--- src/rtl/sbc_acia.sv ---
// sbc_acia: byte-wide serial ACIA with RX/TX FIFOs, programmable baud divisor,
// 16x oversampled receiver, modem control lines and a single active-low interrupt.
module sbc_acia #(
    parameter int unsigned FIFO_DEPTH = 8,
    parameter logic [15:0] DIV_RESET  = 16'd0
) (
    input  logic       fst_clk,
    input  logic       res_n,
    input  logic       cs,
    input  logic       rw,
    input  logic [2:0] addr,
    input  logic [7:0] din,
    output logic [7:0] dout,
    output logic       irq_n,
    input  logic       acia_rx,
    input  logic       acia_cts_n,
    input  logic       acia_dcd_n,
    input  logic       acia_dsr_n,
    output logic       acia_tx,
    output logic       acia_rts_n,
    output logic       acia_dtr_n
);

    localparam int unsigned AW = $clog2(FIFO_DEPTH);
    localparam int unsigned CW = AW + 1;
    localparam logic [CW-1:0] FULL_CNT = CW'(FIFO_DEPTH);
    localparam logic [CW-1:0] RTS_CNT  = CW'(FIFO_DEPTH - 2);

    typedef enum logic [1:0] {ST_IDLE, ST_START, ST_DATA, ST_STOP} frame_state_t;

    // synchronisers and edge history
    logic r_rx_s1, r_rx_s2, r_rx_d;
    logic r_cts_s1, r_cts_s2;
    logic r_dcd_s1, r_dcd_s2;
    logic r_dsr_s1, r_dsr_s2;

    // programmable registers and sticky flags
    logic [4:0]  r_cmd;
    logic [15:0] r_div;
    logic [15:0] r_baud_cnt;
    logic        r_ovr, r_fe;

    // RX FIFO
    logic [7:0]    r_rx_mem [FIFO_DEPTH];
    logic [AW-1:0] r_rx_wp, r_rx_rp;
    logic [CW-1:0] r_rx_cnt;

    // TX FIFO
    logic [7:0]    r_tx_mem [FIFO_DEPTH];
    logic [AW-1:0] r_tx_wp, r_tx_rp;
    logic [CW-1:0] r_tx_cnt;

    // RX / TX engines
    frame_state_t r_rx_state, r_tx_state;
    logic [3:0]   r_rx_tcnt, r_tx_tcnt;
    logic [2:0]   r_rx_bit, r_tx_bit;
    logic [7:0]   r_rx_shift, r_tx_shift;
    logic         r_tx;
    logic         r_irq_n, r_rts_n;

    logic       w_tick;
    logic       w_rd, w_wr;
    logic       w_rx_ne, w_rx_full, w_tx_empty, w_tx_full, w_tx_idle;
    logic       w_rx_pop, w_tx_push, w_tx_start;
    logic       w_rx_stop_now, w_rx_push, w_set_ovr, w_set_fe;
    logic       w_irq;
    logic [7:0] w_status;

    assign w_rd       = cs & rw;
    assign w_wr       = cs & ~rw;
    assign w_rx_ne    = (r_rx_cnt != '0);
    assign w_rx_full  = (r_rx_cnt == FULL_CNT);
    assign w_tx_empty = (r_tx_cnt == '0);
    assign w_tx_full  = (r_tx_cnt == FULL_CNT);
    assign w_tx_idle  = (r_tx_state == ST_IDLE) & w_tx_empty;

    assign w_rx_pop   = w_rd & (addr == 3'd0) & w_rx_ne;
    assign w_tx_push  = w_wr & (addr == 3'd0) & ~w_tx_full;
    assign w_tx_start = (r_tx_state == ST_IDLE) & ~w_tx_empty & (~r_cmd[4] | ~r_cts_s2);

    // Stop-bit sample: a same-edge bus pop frees a slot before the push lands.
    assign w_rx_stop_now = (r_rx_state == ST_STOP) & w_tick & (r_rx_tcnt == 4'd15);
    assign w_rx_push     = w_rx_stop_now & r_rx_s2 & (~w_rx_full | w_rx_pop);
    assign w_set_ovr     = w_rx_stop_now & r_rx_s2 & w_rx_full & ~w_rx_pop;
    assign w_set_fe      = w_rx_stop_now & ~r_rx_s2;

    assign w_irq    = (r_cmd[1] & (w_rx_ne | r_ovr | r_fe)) | (r_cmd[2] & w_tx_empty);
    assign w_status = {w_irq, r_dsr_s2, r_dcd_s2, w_tx_idle, r_fe, r_ovr, ~w_tx_full, w_rx_ne};
    assign w_tick   = (r_baud_cnt == 16'd0);

    assign acia_tx    = r_tx;
    assign acia_rts_n = r_rts_n;
    assign acia_dtr_n = ~r_cmd[0];
    assign irq_n      = r_irq_n;

    // Two-flop synchronisers for all asynchronous inputs, plus RX edge history
    always_ff @(posedge fst_clk or negedge res_n) begin
        if (!res_n) begin
            r_rx_s1  <= 1'b1; r_rx_s2  <= 1'b1; r_rx_d <= 1'b1;
            r_cts_s1 <= 1'b1; r_cts_s2 <= 1'b1;
            r_dcd_s1 <= 1'b1; r_dcd_s2 <= 1'b1;
            r_dsr_s1 <= 1'b1; r_dsr_s2 <= 1'b1;
        end else begin
            r_rx_s1  <= acia_rx;    r_rx_s2  <= r_rx_s1; r_rx_d <= r_rx_s2;
            r_cts_s1 <= acia_cts_n; r_cts_s2 <= r_cts_s1;
            r_dcd_s1 <= acia_dcd_n; r_dcd_s2 <= r_dcd_s1;
            r_dsr_s1 <= acia_dsr_n; r_dsr_s2 <= r_dsr_s1;
        end
    end

    // Baud tick generator; a new divisor is picked up at the next reload
    always_ff @(posedge fst_clk or negedge res_n) begin
        if (!res_n) r_baud_cnt <= 16'd0;
        else        r_baud_cnt <= w_tick ? r_div : (r_baud_cnt - 16'd1);
    end

    // Command/divisor registers and sticky error flags (a new error wins over a clear)
    always_ff @(posedge fst_clk or negedge res_n) begin
        if (!res_n) begin
            r_cmd <= 5'd0;
            r_div <= DIV_RESET;
            r_ovr <= 1'b0;
            r_fe  <= 1'b0;
        end else begin
            if (w_wr) begin
                case (addr)
                    3'd1: begin r_ovr <= 1'b0; r_fe <= 1'b0; end
                    3'd2: r_cmd <= din[4:0];
                    3'd3: r_div[7:0] <= din;
                    3'd4: r_div[15:8] <= din;
                    default: ;
                endcase
            end
            if (w_set_ovr) r_ovr <= 1'b1;
            if (w_set_fe)  r_fe  <= 1'b1;
        end
    end

    // RX FIFO storage
    always_ff @(posedge fst_clk) begin
        if (w_rx_push) r_rx_mem[r_rx_wp] <= r_rx_shift;
    end

    // RX FIFO pointers and occupancy
    always_ff @(posedge fst_clk or negedge res_n) begin
        if (!res_n) begin
            r_rx_wp <= '0; r_rx_rp <= '0; r_rx_cnt <= '0;
        end else begin
            if (w_rx_push) r_rx_wp <= r_rx_wp + AW'(1);
            if (w_rx_pop)  r_rx_rp <= r_rx_rp + AW'(1);
            case ({w_rx_push, w_rx_pop})
                2'b10:   r_rx_cnt <= r_rx_cnt + CW'(1);
                2'b01:   r_rx_cnt <= r_rx_cnt - CW'(1);
                default: ;
            endcase
        end
    end

    // TX FIFO storage
    always_ff @(posedge fst_clk) begin
        if (w_tx_push) r_tx_mem[r_tx_wp] <= din;
    end

    // TX FIFO pointers and occupancy
    always_ff @(posedge fst_clk or negedge res_n) begin
        if (!res_n) begin
            r_tx_wp <= '0; r_tx_rp <= '0; r_tx_cnt <= '0;
        end else begin
            if (w_tx_push)  r_tx_wp <= r_tx_wp + AW'(1);
            if (w_tx_start) r_tx_rp <= r_tx_rp + AW'(1);
            case ({w_tx_push, w_tx_start})
                2'b10:   r_tx_cnt <= r_tx_cnt + CW'(1);
                2'b01:   r_tx_cnt <= r_tx_cnt - CW'(1);
                default: ;
            endcase
        end
    end

    // Receiver: start validated at mid-bit (tick 8), data and stop sampled 16 ticks apart
    always_ff @(posedge fst_clk or negedge res_n) begin
        if (!res_n) begin
            r_rx_state <= ST_IDLE;
            r_rx_tcnt  <= 4'd0;
            r_rx_bit   <= 3'd0;
            r_rx_shift <= 8'd0;
        end else begin
            case (r_rx_state)
                ST_IDLE: begin
                    if (r_rx_d & ~r_rx_s2) begin
                        r_rx_state <= ST_START;
                        r_rx_tcnt  <= 4'd0;
                    end
                end
                ST_START: begin
                    if (w_tick) begin
                        if (r_rx_tcnt == 4'd7) begin
                            r_rx_tcnt  <= 4'd0;
                            r_rx_bit   <= 3'd0;
                            r_rx_state <= r_rx_s2 ? ST_IDLE : ST_DATA;
                        end else begin
                            r_rx_tcnt <= r_rx_tcnt + 4'd1;
                        end
                    end
                end
                ST_DATA: begin
                    if (w_tick) begin
                        if (r_rx_tcnt == 4'd15) begin
                            r_rx_tcnt  <= 4'd0;
                            r_rx_shift <= {r_rx_s2, r_rx_shift[7:1]};
                            if (r_rx_bit == 3'd7) r_rx_state <= ST_STOP;
                            else                  r_rx_bit   <= r_rx_bit + 3'd1;
                        end else begin
                            r_rx_tcnt <= r_rx_tcnt + 4'd1;
                        end
                    end
                end
                default: begin
                    if (w_tick) begin
                        if (r_rx_tcnt == 4'd15) r_rx_state <= ST_IDLE;
                        else                    r_rx_tcnt  <= r_rx_tcnt + 4'd1;
                    end
                end
            endcase
        end
    end

    // Transmitter: 16 ticks per bit, LSB first; line held high outside START/DATA
    always_ff @(posedge fst_clk or negedge res_n) begin
        if (!res_n) begin
            r_tx_state <= ST_IDLE;
            r_tx_tcnt  <= 4'd0;
            r_tx_bit   <= 3'd0;
            r_tx_shift <= 8'd0;
            r_tx       <= 1'b1;
        end else begin
            case (r_tx_state)
                ST_IDLE: begin
                    r_tx <= 1'b1;
                    if (w_tx_start) begin
                        r_tx_state <= ST_START;
                        r_tx_shift <= r_tx_mem[r_tx_rp];
                        r_tx_tcnt  <= 4'd0;
                        r_tx       <= 1'b0;
                    end
                end
                ST_START: begin
                    if (w_tick) begin
                        if (r_tx_tcnt == 4'd15) begin
                            r_tx_state <= ST_DATA;
                            r_tx_tcnt  <= 4'd0;
                            r_tx_bit   <= 3'd0;
                            r_tx       <= r_tx_shift[0];
                            r_tx_shift <= {1'b0, r_tx_shift[7:1]};
                        end else begin
                            r_tx_tcnt <= r_tx_tcnt + 4'd1;
                        end
                    end
                end
                ST_DATA: begin
                    if (w_tick) begin
                        if (r_tx_tcnt == 4'd15) begin
                            r_tx_tcnt <= 4'd0;
                            if (r_tx_bit == 3'd7) begin
                                r_tx_state <= ST_STOP;
                                r_tx       <= 1'b1;
                            end else begin
                                r_tx_bit   <= r_tx_bit + 3'd1;
                                r_tx       <= r_tx_shift[0];
                                r_tx_shift <= {1'b0, r_tx_shift[7:1]};
                            end
                        end else begin
                            r_tx_tcnt <= r_tx_tcnt + 4'd1;
                        end
                    end
                end
                default: begin
                    r_tx <= 1'b1;
                    if (w_tick) begin
                        if (r_tx_tcnt == 4'd15) r_tx_state <= ST_IDLE;
                        else                    r_tx_tcnt  <= r_tx_tcnt + 4'd1;
                    end
                end
            endcase
        end
    end

    // Registered interrupt and request-to-send outputs
    always_ff @(posedge fst_clk or negedge res_n) begin
        if (!res_n) begin
            r_irq_n <= 1'b1;
            r_rts_n <= 1'b1;
        end else begin
            r_irq_n <= ~w_irq;
            r_rts_n <= r_cmd[4] ? (r_rx_cnt >= RTS_CNT) : ~r_cmd[3];
        end
    end

    // Read data mux; zero whenever no read access is in progress
    always_comb begin
        dout = 8'h00;
        if (w_rd) begin
            case (addr)
                3'd0:    dout = w_rx_ne ? r_rx_mem[r_rx_rp] : 8'h00;
                3'd1:    dout = w_status;
                3'd2:    dout = {3'b000, r_cmd};
                3'd3:    dout = r_div[7:0];
                3'd4:    dout = r_div[15:8];
                default: dout = 8'h00;
            endcase
        end
    end

endmodule

--- config.mk ---
export PLATFORM = sky130hd
export DESIGN_NAME = sbc_acia
export DESIGN_NICKNAME = d
export VERILOG_FILES = /design/src/rtl/sbc_acia.sv
export SDC_FILE = /design/constraint.sdc
export NUM_CORES = 1
export LEC_CHECK = 0
export BUFFER_PORTS_ARGS = -buffer_cell sky130_fd_sc_hd__buf_2
export CAP_MARGIN = 0
export CORE_MARGIN = 4
export CORE_UTILIZATION = 50
export DETAILED_ROUTE_END_ITERATION = 8
export GPL_ROUTABILITY_DRIVEN = 0
export PLACE_DENSITY = 0.69
export SLEW_MARGIN = 5
export SYNTH_ARGS = -nofsm -noshare
export SYNTH_HDL_FRONTEND = slang
export SYNTH_SLANG_ARGS = --single-unit
--- constraint.sdc ---
create_clock -name fst_clk -period 2.7 [get_ports fst_clk]
set_clock_uncertainty 0.15 [all_clocks]
set_input_delay 0 -clock fst_clk [delete_from_list [all_inputs] [get_ports fst_clk]]
set_output_delay 0 -clock fst_clk [all_outputs]
set_load 0.01 [all_outputs]
==> load_flow_metrics.sql <==
INSERT INTO impl_metrics (metric_group, metric, value, unit) VALUES
('status', 'run_status', 'complete, no violations', ''),
('floorplan', 'row_count', '52', ''),
('hold_path', 'timing.hold.worst_endpoint', 'r_tx_wp[1]', ''),
('logic_synthesis', 'post_synth.cell_area_avg', '14.1', 'µm²'),
('grt', 'grt_pass1_wl', '36800', 'µm'),
('setup_path', 'cp_slowest_stage_delay', '0.47', 'ns'),
('clock_tree', 'cts-htree-levels', '1', ''),
('sta', 'worst_pin_slew', '0.809', 'ns'),
('setup_path', 'top_delay_family_on_crit_path', 'compound AO/OA/AOI/OAI gates', ''),
('grt', 'first_global_vias', '6622', ''),
('detailed_routing', 'drt.antenna.violating_nets', '0', ''),
('clock_tree', 'clock_latency', '0.51', 'ns'),
('logic_synthesis', 'synth_top_cell_by_area', 'sky130_fd_sc_hd__edfxtp_1', ''),
('floorplan', 'io_pins', '31', ''),
('finish', 'final_nets', '867', ''),
('logic_synthesis', 'synth-edff-count', '128', ''),
('setup_path', 'cp-end-kind', 'output port', ''),
('logic_synthesis', 'ys_seq_area_share', '62.3', '%'),
('grt', 'overflow', '0', ''),
('logic_synthesis', 'synth.lib_cells_used.distinct', '71', ''),
('clock_tree', 'cts.clk_slew.worst_paths', '0.06', 'ns'),
('floorplan', 'dieArea', '23200', 'µm²'),
('setup_path', 'rr_endpoint', 'r_tx_cnt[3]', ''),
('hold_path', 'hold_start', 'cs', ''),
('setup_path', 'critical_path_cell_list', 'nor4_2, buf_4, nand2_1, a22oi_2, o21ai_0, a41o_1, buf_2', ''),
('setup_path', 'startpoint_type_of_the_worst_setup_path', 'register', ''),
('setup_path', 'cp.buffers_inverters', '2', ''),
('floorplan', 'die_x', '152', 'µm'),
('power_and_ir_drop', 'power_density', '752', 'nW/µm²'),
('finish', 'finish.cell_count_without_fillers', '1113', ''),
('setup_path', 'critPathArrivalTime', '2.46', 'ns'),
('sta', 'fin_crit_share', '96.5', '%'),
('detailed_routing', 'wl', '22700', 'µm'),
('grt', 'initial_antenna_violation_count', '0', ''),
('setup_path', 'r2r_slack', '0.19', 'ns'),
('detailed_routing', 'drcViolationCount', '0', ''),
('setup_path', 'cp.depth', '7', ''),
('finish', 'antenna-diode-count', '0', ''),
('placed_design', 'placedCellCount', '1046', ''),
('sta', 'slew-limit-headroom', '46.0', '%'),
('logic_synthesis', 'synth_top_area_share', '36.9', '%'),
('setup_path', 'worstSetupPathType', 'register to output port', ''),
('sta', 'final-max-slew-violation-count', '0', ''),
('hold_path', 'worst_hold_path.num_cells', '5', ''),
('setup_path', 'critical_path.reg2reg.startpoint', 'r_tx_cnt[2]', ''),
('power_and_ir_drop', 'leakagePower', '4.91', 'nW'),
('logic_synthesis', 'synth.ff_latch_count', '233', ''),
('power_and_ir_drop', 'report.power.total', '9.13', 'mW'),
('setup_path', 'cp_required', '2.55', 'ns'),
('sta', 'finalHoldViolCount', '0', ''),
('finish', 'layout-drive-gt1-share', '26.9', '%'),
('detailed_routing', 'drtPass1Iterations', '9', ''),
('sta', 'min_period', '2.61', 'ns'),
('finish', 'utilization', '59.6', '%'),
('clock_tree', 'clock_tree_from_tritoncts', 'built', ''),
('logic_synthesis', 'synth_top_cells_by_area', 'sky130_fd_sc_hd__edfxtp_1, sky130_fd_sc_hd__dfrtp_1, sky130_fd_sc_hd__mux4_2, sky130_fd_sc_hd__mux2_2, sky130_fd_sc_hd__dfstp_2', ''),
('detailed_routing', 'routed_via_density', '5.86', ''),
('finish', 'layout.cells.most_common', 'sky130_fd_sc_hd__edfxtp_1', ''),
('detailed_routing', 'drt-wirelength-per-cell', '20.4', 'µm'),
('sta', 'maxClockFrequency', '0.384', 'GHz'),
('grt', 'grt.total_usage', '19.5', '%'),
('clock_tree', 'max-clock-path-buffers', '3', ''),
('hold_path', 'hold_path.class', 'primary input to register', ''),
('logic_synthesis', 'synth_async_sr_flop_share', '45.1', '%'),
('clock_tree', 'clock_sink_count', '233', ''),
('setup_path', 'ff2ff_path_depth', '11', ''),
('clock_tree', 'numCtsBuffers', '24', ''),
('logic_synthesis', 'synthCells', '736', ''),
('finish', 'areaGrowthSynthToFinish', '16.7', '%'),
('logic_synthesis', 'total_of_warnings_raised_by_yosys', '0', ''),
('grt', 'grt_start_max_net_pins', '54', '');
==> synth_stat cells (4+ instances only) <==
master and instances:
sky130_fd_sc_hd__mux2_4 7, sky130_fd_sc_hd__nand4_1 6, sky130_fd_sc_hd__edfxtp_1 128, sky130_fd_sc_hd__nor3_1 16, sky130_fd_sc_hd__nor2b_1 6, sky130_fd_sc_hd__nand3_1 17, sky130_fd_sc_hd__mux2_2 39, sky130_fd_sc_hd__nor4_2 4
sky130_fd_sc_hd__a31oi_1 9, sky130_fd_sc_hd__mux2i_1 16, sky130_fd_sc_hd__nand3b_1 4, sky130_fd_sc_hd__nand2_1 79, sky130_fd_sc_hd__nor2_1 40, sky130_fd_sc_hd__xor2_1 15, sky130_fd_sc_hd__nand2b_1 8, sky130_fd_sc_hd__ha_1 20
sky130_fd_sc_hd__a22oi_1 7, sky130_fd_sc_hd__inv_1 13, sky130_fd_sc_hd__o21ai_1 4, sky130_fd_sc_hd__nor3b_1 4, sky130_fd_sc_hd__buf_1 4, sky130_fd_sc_hd__and3_1 5, sky130_fd_sc_hd__xnor2_1 12, sky130_fd_sc_hd__buf_2 10
sky130_fd_sc_hd__mux4_2 31, sky130_fd_sc_hd__o21ai_0 31, sky130_fd_sc_hd__o211ai_1 5, sky130_fd_sc_hd__a22o_1 4, sky130_fd_sc_hd__clkbuf_1 12, sky130_fd_sc_hd__dfrtp_1 93, sky130_fd_sc_hd__a21oi_1 20, sky130_fd_sc_hd__dfstp_2 12
==> cells by family (layout without fill, tap and decap cells) <==
logic type / count (synthesis) / count (layout) / synth area share, %
AOI/OAI and AO/OA: 103 / 103 / 6.33
DFF: 233 / 233 / 62.3
adders and majority gates: 21 / 21 / 2.60
xor gates and xnor gates: 27 / 27 / 2.27
muxes: 94 / 94 / 13.6
and+or+nand+nor: 214 / 214 / 11.0
buffers and inverters: 44 / 151 / 1.91
==> per-stage QoR <==
step / instance area [µm²] / setup WS, ns / TNS (ns)
floorplan: 10400 / 0.169 / 0
detailed placement: 11100 / 0.0391 / 0
global placement: 11100 / 0.170 / 0
global route: 12100 / -0.00232 / -0.00232
CTS: 12100 / 0.00510 / 0
finish: 12100 / 0.0932 / 0
==> power breakdown <==
| group | switching, mW | internal [mW] | total (mW) |
|---|---|---|---|
| clock | 1.31 | 1.94 | 3.24 |
| combinational | 0.654 | 0.686 | 1.34 |
| sequential | 0.463 | 4.09 | 4.55 |
==> worst max path at each step <==
stage                  startpoint  slack [ns]              to
global placement     r_rx_tcnt[0]        0.17     r_rx_cnt[2]
global route        r_baud_cnt[1]      -0.002     r_rx_cnt[2]
floorplan           r_baud_cnt[0]        0.17  r_rx_mem[1][0]
CTS                    r_rx_rp[0]       0.005         dout[3]
detailed placement   r_rx_tcnt[0]        0.04     r_rx_cnt[2]
finish                r_rx_cnt[1]        0.09         dout[7]
==> state kept, by name (all words and copies together) (netlist names), 2 cells and up <==
| name | cells |
|---|---|
| r_rx_state | 2 |
| r_rx_shift | 8 |
| r_rx_tcnt | 4 |
| r_tx_wp | 3 |
| r_tx_rp | 3 |
| r_rx_rp | 3 |
| r_tx_state | 2 |
| r_div | 16 |
| r_tx_mem | 64 |
| r_baud_cnt | 16 |
| r_tx_tcnt | 4 |
| r_tx_bit | 3 |
| r_rx_mem | 64 |
| r_rx_cnt | 4 |
| r_tx_shift | 8 |
| r_rx_bit | 3 |
| r_rx_wp | 3 |
| r_tx_cnt | 4 |
| r_cmd | 5 |
==> final cells by class <==
type	instances	area, µm²	area share [%]
multi-input combinational	459	3750	30.9
clock inverter	8	91.3	0.752
tap	270	338	2.78
sequential	233	6490	53.4
clock buffer	34	679	5.59
timing repair buffer	94	734	6.05
inverter	15	60.1	0.494
==> per-layer routing <==
layer	global-route usage [%]	share of wire (%)	up-vias
met5	0	0	-
met4	5.09	2.2	0
met3	2.56	5.2	38
met2	31.1	48	172
met1	28.7	45	3365
li1	-	-	2949
==> worst min-delay path, stage by stage <==
cell and delay [ns]:
sky130_fd_sc_hd__buf_2 0.13, sky130_fd_sc_hd__nor2b_1 0.16, sky130_fd_sc_hd__and3_2 0.25, sky130_fd_sc_hd__nand2_1 0.07
sky130_fd_sc_hd__nand2_1 0.04
==> what timing repair did <==
item	4_1_cts	5_1_grt
endpoints found under the setup margin	6	8
hold buffers	22	0
resized for setup	3	8
buffers inserted	0	3
hold endpoints to repair	191	0
pin swaps	0	1
Power figures use the tool's default switching activity.
